`src/rtl/mem_access_stage.sv`:
```
// MEM stage of a five-stage pipeline. Holds one EX/MEM op at a time, issues
// at most one data-memory request for aligned loads/stores, and produces a
// single-cycle MEM/WB pulse for every accepted op (ALU result, load data,
// store completion or misalignment report).
//
// Handshakes: an op is accepted on a rising edge where in_valid && in_ready;
// in_ready is high only in IDLE. A memory request holds dmem_req and all
// dmem_* fields stable until the cycle dmem_ack is high; the request
// completes on that edge. dmem_ack outside BUSY is ignored.
module mem_access_stage (
    input  logic        clk,
    input  logic        reset,
    input  logic        in_valid,
    output logic        in_ready,
    input  logic [31:0] alu_result,
    input  logic [31:0] rs2_data,
    input  logic [4:0]  rd,
    input  logic [2:0]  funct3,
    input  logic        mem_read,
    input  logic        mem_write,
    input  logic        reg_write,
    output logic        dmem_req,
    output logic        dmem_we,
    output logic [31:0] dmem_addr,
    output logic [31:0] dmem_wdata,
    output logic [3:0]  dmem_wstrb,
    input  logic        dmem_ack,
    input  logic [31:0] dmem_rdata,
    output logic [4:0]  ex_mem_rd,
    output logic        ex_mem_reg_write,
    output logic [31:0] ex_mem_data,
    output logic        load_pending,
    output logic        mem_wb_valid,
    output logic [4:0]  mem_wb_rd,
    output logic        mem_wb_reg_write,
    output logic [31:0] mem_wb_data,
    output logic        misalign_err,
    output logic        fsm_state
);

    typedef enum logic {IDLE = 1'b0, BUSY = 1'b1} state_t;

    state_t      state;
    state_t      state_next;

    logic        accept;
    logic        in_mem;
    logic        in_mis;

    logic [31:0] cap_addr;
    logic [31:0] cap_wdata;
    logic [4:0]  cap_rd;
    logic [2:0]  cap_f3;
    logic        cap_mem_read;
    logic        cap_mem_write;
    logic        cap_reg_write;
    logic        cap_mis;
    logic        pend;

    logic [31:0] shifted;
    logic [31:0] load_data;
    logic        wb_reg_write;

    // funct3[1:0]: 0 = byte, 1 = half, 2/3 = word (covers 3, 6, 7 as word)
    assign accept = in_valid && (state == IDLE);
    assign in_mem = mem_read || mem_write;
    assign in_mis = in_mem && ((funct3[1:0] == 2'd1) ? alu_result[0]
                             : (funct3[1:0] == 2'd0) ? 1'b0
                             : (alu_result[1:0] != 2'b00));

    // State register
    always_ff @(posedge clk or negedge reset) begin
        if (!reset) state <= IDLE;
        else        state <= state_next;
    end

    // Next state: aligned memory ops go BUSY straight from the capture edge
    always_comb begin
        state_next = state;
        case (state)
            IDLE: if (accept && in_mem && !in_mis) state_next = BUSY;
            BUSY: if (dmem_ack) state_next = IDLE;
            default: state_next = IDLE;
        endcase
    end

    // Outputs decoded from state and the held EX/MEM op
    always_comb begin
        in_ready         = (state == IDLE);
        fsm_state        = state;
        dmem_req         = 1'b0;
        dmem_we          = 1'b0;
        dmem_addr        = 32'd0;
        dmem_wdata       = 32'd0;
        dmem_wstrb       = 4'd0;
        load_pending     = 1'b0;
        ex_mem_rd        = 5'd0;
        ex_mem_data      = 32'd0;
        ex_mem_reg_write = 1'b0;
        if (state == BUSY) begin
            dmem_req     = 1'b1;
            dmem_we      = cap_mem_write;
            dmem_addr    = {cap_addr[31:2], 2'b00};
            load_pending = cap_mem_read;
            case (cap_f3[1:0])
                2'd0: begin
                    dmem_wstrb = 4'b0001 << cap_addr[1:0];
                    dmem_wdata = {4{cap_wdata[7:0]}};
                end
                2'd1: begin
                    dmem_wstrb = cap_addr[1] ? 4'b1100 : 4'b0011;
                    dmem_wdata = {2{cap_wdata[15:0]}};
                end
                default: begin
                    dmem_wstrb = 4'b1111;
                    dmem_wdata = cap_wdata;
                end
            endcase
        end
        if ((state == BUSY) || pend) begin
            ex_mem_rd        = cap_rd;
            ex_mem_data      = cap_addr;
            ex_mem_reg_write = cap_reg_write && !cap_mem_read && (cap_rd != 5'd0);
        end
    end

    // Load data alignment and sign/zero extension
    always_comb begin
        shifted = dmem_rdata >> {cap_addr[1:0], 3'b000};
        case (cap_f3[1:0])
            2'd0:    load_data = cap_f3[2] ? {24'd0, shifted[7:0]}
                                           : {{24{shifted[7]}}, shifted[7:0]};
            2'd1:    load_data = cap_f3[2] ? {16'd0, shifted[15:0]}
                                           : {{16{shifted[15]}}, shifted[15:0]};
            default: load_data = dmem_rdata;
        endcase
    end

    assign wb_reg_write = cap_reg_write && (cap_rd != 5'd0) && !cap_mem_write;

    // EX/MEM capture; pend marks the cycle right after a capture
    always_ff @(posedge clk or negedge reset) begin
        if (!reset) begin
            cap_addr      <= 32'd0;
            cap_wdata     <= 32'd0;
            cap_rd        <= 5'd0;
            cap_f3        <= 3'd0;
            cap_mem_read  <= 1'b0;
            cap_mem_write <= 1'b0;
            cap_reg_write <= 1'b0;
            cap_mis       <= 1'b0;
            pend          <= 1'b0;
        end else begin
            pend <= accept;
            if (accept) begin
                cap_addr      <= alu_result;
                cap_wdata     <= rs2_data;
                cap_rd        <= rd;
                cap_f3        <= funct3;
                cap_mem_read  <= mem_read;
                cap_mem_write <= mem_write;
                cap_reg_write <= reg_write;
                cap_mis       <= in_mis;
            end
        end
    end

    // MEM/WB register: single-cycle valid/error pulses, rd/data hold between
    always_ff @(posedge clk or negedge reset) begin
        if (!reset) begin
            mem_wb_valid     <= 1'b0;
            mem_wb_rd        <= 5'd0;
            mem_wb_reg_write <= 1'b0;
            mem_wb_data      <= 32'd0;
            misalign_err     <= 1'b0;
        end else begin
            mem_wb_valid <= 1'b0;
            misalign_err <= 1'b0;
            if ((state == BUSY) && dmem_ack) begin
                mem_wb_valid     <= 1'b1;
                mem_wb_rd        <= cap_rd;
                mem_wb_reg_write <= wb_reg_write;
                mem_wb_data      <= cap_mem_read ? load_data : cap_addr;
            end else if (pend && !(cap_mem_read || cap_mem_write)) begin
                mem_wb_valid     <= 1'b1;
                mem_wb_rd        <= cap_rd;
                mem_wb_reg_write <= wb_reg_write;
                mem_wb_data      <= cap_addr;
            end else if (pend && cap_mis) begin
                mem_wb_valid     <= 1'b1;
                mem_wb_rd        <= cap_rd;
                mem_wb_reg_write <= 1'b0;
                mem_wb_data      <= cap_addr;
                misalign_err     <= 1'b1;
            end
        end
    end

endmodule

```
`config.mk`:
```
export PLATFORM = sky130hd
export DESIGN_NAME = mem_access_stage
export DESIGN_NICKNAME = d
export VERILOG_FILES = /design/src/rtl/mem_access_stage.sv
export SDC_FILE = /design/constraint.sdc
export NUM_CORES = 1
export LEC_CHECK = 0
export BUFFER_PORTS_ARGS = -buffer_cell sky130_fd_sc_hd__buf_2
export CAP_MARGIN = 20
export CORE_UTILIZATION = 35
export DETAILED_ROUTE_END_ITERATION = 6
export GPL_TIMING_DRIVEN = 0
export MAX_ROUTING_LAYER = met4
export SYNTH_ARGS = -nofsm -noshare
export SYNTH_HDL_FRONTEND = slang
export SYNTH_SLANG_ARGS = --single-unit
```
`constraint.sdc`:
```
create_clock -name clk -period 4.71 [get_ports clk]
set_input_delay 0.7065 -clock clk [delete_from_list [all_inputs] [get_ports clk]]
set_output_delay 0.7065 -clock clk [all_outputs]
set_load 0.1 [all_outputs]
```
==> out/qor.yml <==
pwr-share-comb_pct: 52.8
synth.distinct_cells: 37
fp-row-count: 48
grt_max_degree: 74
setup_viol: 0
first_pass_iters: 5
crit_chain: "clkbuf_1 > nor2_1 > clkbuf_1 > clkbuf_1 > nor2b_1 > buf_2"
r2r_slack_ns: 2.27
antenna_found_initial: 3
reg2reg_from: "fsm_state"
rsz0062_at_grt: "no"
yosysWarnings: 0
wl_um: 21600
vias_per_cell: 5.06
synthCells: 643
p_int_w: 0.00295
status: "complete, no violations"
cts_tree: "done"
cp-start-kind: "register"
detail-route-antenna-nets: 0
synth.avg_cell_area_sq_um: 9.88
total_power_w: 0.00640
die_h_um: 137
wl_per_cell_um: 18.6
p_leak_nw: 4.36
worstPathBufferInverterCount: 4
r2r_cells: 8
cts.sinks: 118
gp_congestion: 0.878
syn_area_sq_um: 6350
port_buffers: 259
holdBufCountCts: 0
critPathMaxStageDelay_ns: 0.69
worst_path_dominant_cell_family: "buffers and inverters"
synth_area_leader_cell: "dfrtp_1"
clkLatencyLatePin_ns: 0.42
num_vias: 5888
ys_seq_elements: 118
ir_worst_vdd_mv: 0.639
dr.first_iter.drc_count: 452
grt_pass1_vias: 5709
timing.slew.headroom_pct: 40.4
stdcell_count: 1164
cp-end-kind: "output port"
pwr-share-seq_pct: 23.4
tightest_slew_ns: 0.894
fin_worst_skew_ns: 0.00939
crit_arrival_ns: 2.81
r2r-end: "mem_wb_data[11]"
dp_hpwl_um: 16600
synth_top_area_share_pct: 46.5
synth_edf_count: 0
synth_area_leaders: "dfrtp_1, mux2_2, nand2_1"
dieArea_sq_um: 18700
start_util_pct: 36.2
numCtsBuffers: 17
gr-usage-all-layers_pct: 24.3
postSynth.asyncResetShare_pct: 100
htreeDepth: 4
post_cts_buffers: 0
cts_max_path_buffers: 2
cts_root_buffer: "clkbuf_16"
die_w_um: 137
worst_path_most_repeated_cell: "clkbuf_1"
switching_share_pct: 53.9
io_pins: 262
drc_errors: 0
hp-class: "in2async"
nets: 1034
switchingPower_w: 0.00345
cp_max_fo: 10
grt_pass1_wl_um: 32600
drive_above_1_share_pct: 42.0
ys_seq_area_share_pct: 46.5
hold_viol: 0
dp_cells: 1129
clock.fmax_ghz: 0.284
cp.required_ns: 4.00
area_growth_pct: 36.3
cp_slowest_cell: "clkbuf_1"
clkPwrFrac_pct: 23.8
pwr_density_cell_nw_per_um2: 739
grt-ovfl-total: 0
fin_crit_ns: 3.52
synth_ff_type: "dfrtp_1"
clk_pin_slew_ns: 0.05
cts_resized: 0
core_area_sq_um: 17500
crit_type: "reg2out"
fin_crit_sh_pct: 74.7
drv_cap: 0
slew_violations: 0
fin_setup_tns_ns: 0
final_util_pct: 49.4
## worst reg2reg max path, stage by stage, from the launching register on
cell	delay, ns
dfrtp_1	0.41
clkbuf_1	0.27
nand2_1	0.17
o211a_1	0.15
clkbuf_1	0.33
buf_2	0.31
buf_1	0.51
nand2_1	0.12
o31ai_1	0.08
## layout by cell type (no fill, tap or decap), types with 4 or more instances in the layout
| cell type | count |
|---|---|
| buf_2 | 271 |
| dfrtp_1 | 118 |
| nand2_1 | 79 |
| mux2_2 | 72 |
| nor2_1 | 48 |
| and2_1 | 41 |
| nor2b_1 | 39 |
| a21oi_1 | 38 |
| clkbuf_1 | 35 |
| mux2i_1 | 26 |
| nand3_1 | 18 |
| clkbuf_16 | 17 |
| o31ai_1 | 14 |
| a211oi_1 | 13 |
| inv_1 | 12 |
| a211o_2 | 10 |
| o21ai_0 | 9 |
| a22o_1 | 7 |
| bufinv_16 | 7 |
| o22ai_1 | 6 |
| a211o_1 | 6 |
| o32ai_1 | 6 |
| nor3_1 | 5 |
| buf_1 | 4 |
| nand2b_1 | 4 |
## per-stage QoR
step	instance area, sq um	setup slack [ns]	hold slack (ns)
2_1_floorplan	6360	0.389	0.411
3_3_place_gp	7930	1.31	0.451
3_5_place_dp	7970	1.58	0.460
4_1_cts	8650	1.13	0.220
5_1_grt	8660	0.968	0.232
6_report	8660	1.19	0.213
## routing by layer
metal	GRT usage, %	up-vias	routed length (um)	share of wire [%]
li1	-	2804	-	-
met1	31.9	2836	9750	45
met2	36.6	214	10100	47
met3	5.41	34	1300	6.0
met4	9.14	0	446	2.1
met5	-	-	0	0
## power groups by stage
stage | logic [W] | clock network (W) | registers, W
after CTS | 0.00339 | 0.00155 | 0.00150
final | 0.00338 | 0.00153 | 0.00150
after global placement | 0.00337 | 0 | 0.00151
after floorplan | 0.00168 | 0 | 0.00259
after detailed placement | 0.00339 | 0 | 0.00151
after global routing | 0.00352 | 0.00159 | 0.00153
## sequential cells by signal (all words and copies together), names as in the netlist
signal / count
cap_addr: 32
cap_wdata: 32
mem_wb_data: 32
cap_rd: 5
mem_wb_rd: 5
cap_f3: 3
cap_mem_read: 1
cap_mem_write: 1
cap_mis: 1
cap_reg_write: 1
fsm_state: 1
mem_wb_reg_write: 1
mem_wb_valid: 1
misalign_err: 1
pend: 1
## final cells by class
cell class | instances | area (sq um)
clock inverters | 12 | 249
clock buffers | 20 | 437
diodes | 3 | 7.51
flip-flops and latches | 118 | 2950
multi-input cells | 460 | 3110
plain buffers | 54 | 245
repair buffers | 260 | 1330
inverters | 12 | 45.0
fillers | 1740 | 8880
well taps | 225 | 282
## how the worst max path moves through the flow
stage,from,endpoint,slack [ns],cells after the start
6_report,fsm_state,ex_mem_data[9],1.19,6
5_1_grt,fsm_state,ex_mem_data[23],0.97,6
3_5_place_dp,fsm_state,ex_mem_data[9],1.58,6
4_1_cts,fsm_state,ex_mem_data[9],1.13,6
3_3_place_gp,reset,cap_addr[2],1.31,1
2_1_floorplan,fsm_state,ex_mem_reg_write,0.39,4
## synth_stat cells (all sizes together), types with 13 or more instances
cell,count
dfrtp,118
nand2,79
mux2,72
nor2,48
and2,41
nor2b,39
a21oi,38
clkbuf,32
mux2i,26
buf,22
nand3,18
a211o,16
o31ai,14
a211oi,13
## cells by family (layout without fill, tap and decap cells)
kind of cell / count (synthesis) / count (layout) / synth area share [%]
AO/OA/AOI/OAI: 119 / 119 / 13.0
buffers and inverters: 66 / 358 / 4.57
flip-flops: 118 / 118 / 46.5
multiplexers: 100 / 100 / 17.6
other: 1 / 5 / 0.0590
AND/OR/NAND/NOR: 239 / 239 / 18.3
(Power assumes the default switching activity.)
